===== config.mk =====
export PLATFORM = sky130hd
export DESIGN_NAME = seq_div_ctrl
export DESIGN_NICKNAME = d
export VERILOG_FILES = /design/src/rtl/seq_div_ctrl.sv
export SDC_FILE = /design/constraint.sdc
export NUM_CORES = 1
export LEC_CHECK = 0
export CORE_MARGIN = 1.5
export CORE_UTILIZATION = 59
export CTS_CLUSTER_SIZE = 16
export DETAILED_ROUTE_END_ITERATION = 10
export PLACE_DENSITY = 0.94
export SLEW_MARGIN = 10
export SYNTH_ARGS = -nofsm -noshare
export SYNTH_HDL_FRONTEND = slang
export SYNTH_SLANG_ARGS = --single-unit

===== constraint.sdc =====
create_clock -name clk -period 5.2 [get_ports clk]
set_input_delay 0.52 -clock clk [delete_from_list [all_inputs] [get_ports clk]]
set_output_delay 0.52 -clock clk [all_outputs]
set_load 0.05 [all_outputs]

===== src/rtl/seq_div_ctrl.sv =====
// seq_div_ctrl: multi-cycle unsigned restoring divider, one trial subtraction per clock
// ports: clk/rst_n (async active-low); in_valid/in_ready + dividend/divisor operand handshake;
//        out_valid/out_ready + quotient/remainder/div_by_zero result handshake
module seq_div_ctrl #(
    parameter int N = 32
) (
    input  logic         clk,
    input  logic         rst_n,
    input  logic         in_valid,
    output logic         in_ready,
    input  logic [N-1:0] dividend,
    input  logic [N-1:0] divisor,
    output logic         out_valid,
    input  logic         out_ready,
    output logic [N-1:0] quotient,
    output logic [N-1:0] remainder,
    output logic         div_by_zero
);
    localparam int CW = $clog2(N);
    typedef enum logic [1:0] {IDLE, CALC, DONE} state_t;
    state_t        state;
    logic [N-1:0]  r, q, d;
    logic [CW-1:0] cnt;
    logic [N:0]    shifted;
    logic          borrow;
    logic [N-1:0]  r_nxt, q_nxt;
    // (N+1)-bit trial subtraction; when no borrow the true difference is below D, so N bits hold it
    assign shifted   = {r, q[N-1]};
    assign borrow    = shifted < {1'b0, d};
    assign r_nxt     = borrow ? shifted[N-1:0] : shifted[N-1:0] - d;
    assign q_nxt     = {q[N-2:0], ~borrow};
    assign in_ready  = state == IDLE;
    always_ff @(posedge clk or negedge rst_n) begin
        if (!rst_n) begin
            state       <= IDLE;
            out_valid   <= 1'b0;
            div_by_zero <= 1'b0;
            quotient    <= '0;
            remainder   <= '0;
            cnt         <= '0;
            r           <= '0;
            q           <= '0;
            d           <= '0;
        end else begin
            case (state)
                IDLE: if (in_valid) begin
                    if (divisor == '0) begin
                        quotient    <= '1;
                        remainder   <= dividend;
                        div_by_zero <= 1'b1;
                        out_valid   <= 1'b1;
                        state       <= DONE;
                    end else begin
                        q           <= dividend;
                        r           <= '0;
                        d           <= divisor;
                        cnt         <= CW'(N - 1);
                        div_by_zero <= 1'b0;
                        state       <= CALC;
                    end
                end
                CALC: begin
                    r <= r_nxt;
                    q <= q_nxt;
                    if (cnt == '0) begin
                        quotient  <= q_nxt;
                        remainder <= r_nxt;
                        out_valid <= 1'b1;
                        state     <= DONE;
                    end else begin
                        cnt <= cnt - 1'b1;
                    end
                end
                DONE: if (out_ready) begin
                    out_valid <= 1'b0;
                    state     <= IDLE;
                end
                default: state <= IDLE;
            endcase
        end
    end
endmodule


==> results.md <==
* Slowest cell on the critical path: nor3_4
* Slew @ Worst Pin at 958 ps
* Worst R2R Setup Slack at 1480 ps
* Total CTS buffers at 17
* Number of global-route vias before repair at 7955
* Async SR Flop Fraction at 100%
* Max Cap Viol at 0
* Core area at 15200 µm²
* Drt initial violations at 909
* GPL Wtd Cong at 0.945
* Clk sinks at 169
* Worst Skew at 14.3 ps
* Layout cells sized above 1 at 8.00%
* Post-CTS setup buffers at 0
* Crit path time final at 3720 ps
* Post-CTS sizing at 0
* Setup Total Neg Slack at 0 ps
* Layout net count at 1228
* Syn Std Cell Area at 9150 µm²
* # fillers at 1085
* Placed cell count at 1294
* Peak Freq at 0.269 GHz
* Crit path from: r[7]
* Yosys synthesis warning count at 0
* Max Root-Sink Buffers at 2
* Multi-input gate area at 4540 µm²
* CP Class: reg2reg
* RR Endpoint: remainder[10]
* Outcome: completed
* Final Setup Violations at 0
* CTS tree: yes
* Worst setup EP type: register
* Worst setup path endpoint: remainder[10]
* Post-synth EDFFs at 0
* Crit Reg-Reg Startpoint: r[7]
* Die ar. at 16300 µm²
* Overall die width at 128 µm
* Final period utilization at 71.4%
* Final Hold Fails at 0
* Final Max Slew Viols at 0
* Global-route wire length before repair at 40.1 mm
* Clock-pin slew on the worst setup and hold paths at 70 ps
* Most frequent cells in the layout: dfrtp_1, nand2_1, nor2_1
* Class of the worst hold path: in2async
* Initial antenna violation count at 0
* H-tree depth at 4
* Commonest non-fill, non-tap cell in the layout: dfrtp_1
* Slew Limit Headroom at 35.9%
* CP top delay family: compound AO/OA/AOI/OAI gates
* Via count normalized by instance count at 6.32
* Reg area at 4230 µm²
* Mean post-synth cell area at 8.94 µm²
* All-Layer GR Usage at 31.5%
* CP most frequent cell: a31oi_1
* WP data required at 5500 ps
* Buf/Inv on CP at 1
* Routed via count at 8376
* DRC viols at 0
* Crit start category: register
* Most common flop cell mapped by yosys: dfrtp_1
* # rows at 45
* Port buffer count at 134
* Reg2Reg Depth at 10
* Antenna fix cells at 0
* RSZ-0062 raised after global routing: no
* Synth Net Count at 1127
* Non-Filler Instances at 1326
* GR Overflow Total at 0
* Clk_lat worst skew at 440 ps
* Worst-path fanout max at 25
* Clock root cell: clkbuf_16
* Crit path largest cell delay at 820 ps
* Part of the Yosys area used for sequential elements at 46.2%
* Final HPWL DP at 17.7 mm
* Drt pass-1 iters at 6
* Area delta synth->final at 22.0%
* Initial core utilization at 60.2%
* Wire per inst at 18.7 µm
* I/O pins at 135
* Hold_buf cts at 0
* Remaining antenna violation count after routing at 0
* #FFs+latches synth at 169
* Pin count of the biggest net entering global routing at 76
* Die Height at 128 µm
* CP Cell Sequence: ha_1 -> a21oi_1 -> o21ai_1 -> a311oi_2 -> a311oi_1 -> nor3_4 -> buf_4 -> nor3_1 -> a31oi_1 -> a31oi_1
* Detailed Route WL at 24.8 mm
* WP depth at 10
* Post-synth cell types at 65
* Data arrival time of the critical path at 4010 ps
* Post-Syn Instances at 1024
-- routing by layer --
metal,vias up,global-route usage [%],routed length [µm]
met3,52,5.49,2130
li1,3819,-,-
met2,465,49.2,11400
met1,4040,45.0,10800
met4,0,10.2,541
met5,-,0,0
-- cell families (layout without fill, tap and decap cells) --
family | Yosys count | count (layout) | synth area share, %
compound gates | 267 | 267 | 18.3
mux | 50 | 50 | 6.08
xor+xnor | 24 | 24 | 2.30
flops | 169 | 169 | 46.2
fa+ha+maj | 35 | 35 | 4.87
buf+inv | 105 | 219 | 4.63
simple gates | 374 | 374 | 17.6
-- worst register-to-register path, cell delays in order, from the launching register on --
cell	delay, ps
dfrtp_1	410
ha_1	410
a21oi_1	170
o21ai_1	170
a311oi_2	420
a311oi_1	220
nor3_4	820
buf_4	370
nor3_1	80
a31oi_1	360
a31oi_1	140
-- layout make-up --
type	instances	area share (%)
multi-input cells	750	40.7
flip-flops and latches	169	37.9
repair buffers	144	12.8
clock buffers	18	3.84
well taps	188	2.11
inverters	43	1.45
clock inverters	14	1.25
-- cells in the mapped netlist, types with 5 or more instances --
cell,n,area [µm²]
o21ai_1,8,40.0
nor4_1,10,62.6
a211oi_1,6,45.0
mux2_2,33,372
xor2_1,10,87.6
clkbuf_1,44,165
or3_1,8,50.1
nand2_1,150,563
nor2_1,138,518
xnor2_1,14,123
nand3_1,16,80.1
mux2i_1,14,140
a21o_1,11,82.6
ha_1,34,425
nor3_1,14,70.1
nand4_1,8,50.1
a31oi_1,54,338
o21a_1,7,52.6
a21oi_1,84,420
o21ai_0,42,210
dfrtp_1,169,4230
and3_1,8,50.1
inv_1,43,161
o31ai_1,8,60.1
o22ai_1,5,31.3
buf_2,12,60.1
-- state kept, by name, summed over array words and instances, names as in the netlist --
register     cells
state            2
r               32
q               32
remainder       32
out_valid        1
d               32
div_by_zero      1
cnt              5
quotient        32
-- stage by stage --
step	worst slack, ps	instance area (µm²)	utilization [%]	hold slack, ps
after floorplan	2480	9150	-	224
after detailed placement	1480	10600	69.7	474
after global routing	1300	11200	73.5	139
after CTS	1590	11200	73.5	117
after global placement	1580	10600	69.7	468
final	1480	11200	73.5	93.0
-- how the worst min path moves through the flow --
stage,to,depth (start not counted),from
after floorplan,cnt[0],0,rst_n
after global placement,remainder[4],2,remainder[4]
after detailed placement,div_by_zero,2,div_by_zero
after CTS,quotient[21],1,rst_n
after global routing,quotient[20],1,rst_n
final,quotient[19],1,rst_n
Power is left out: the tool's default activity adds up to more than one toggle a clock period on the data nets, which glitch-free logic cannot reach.
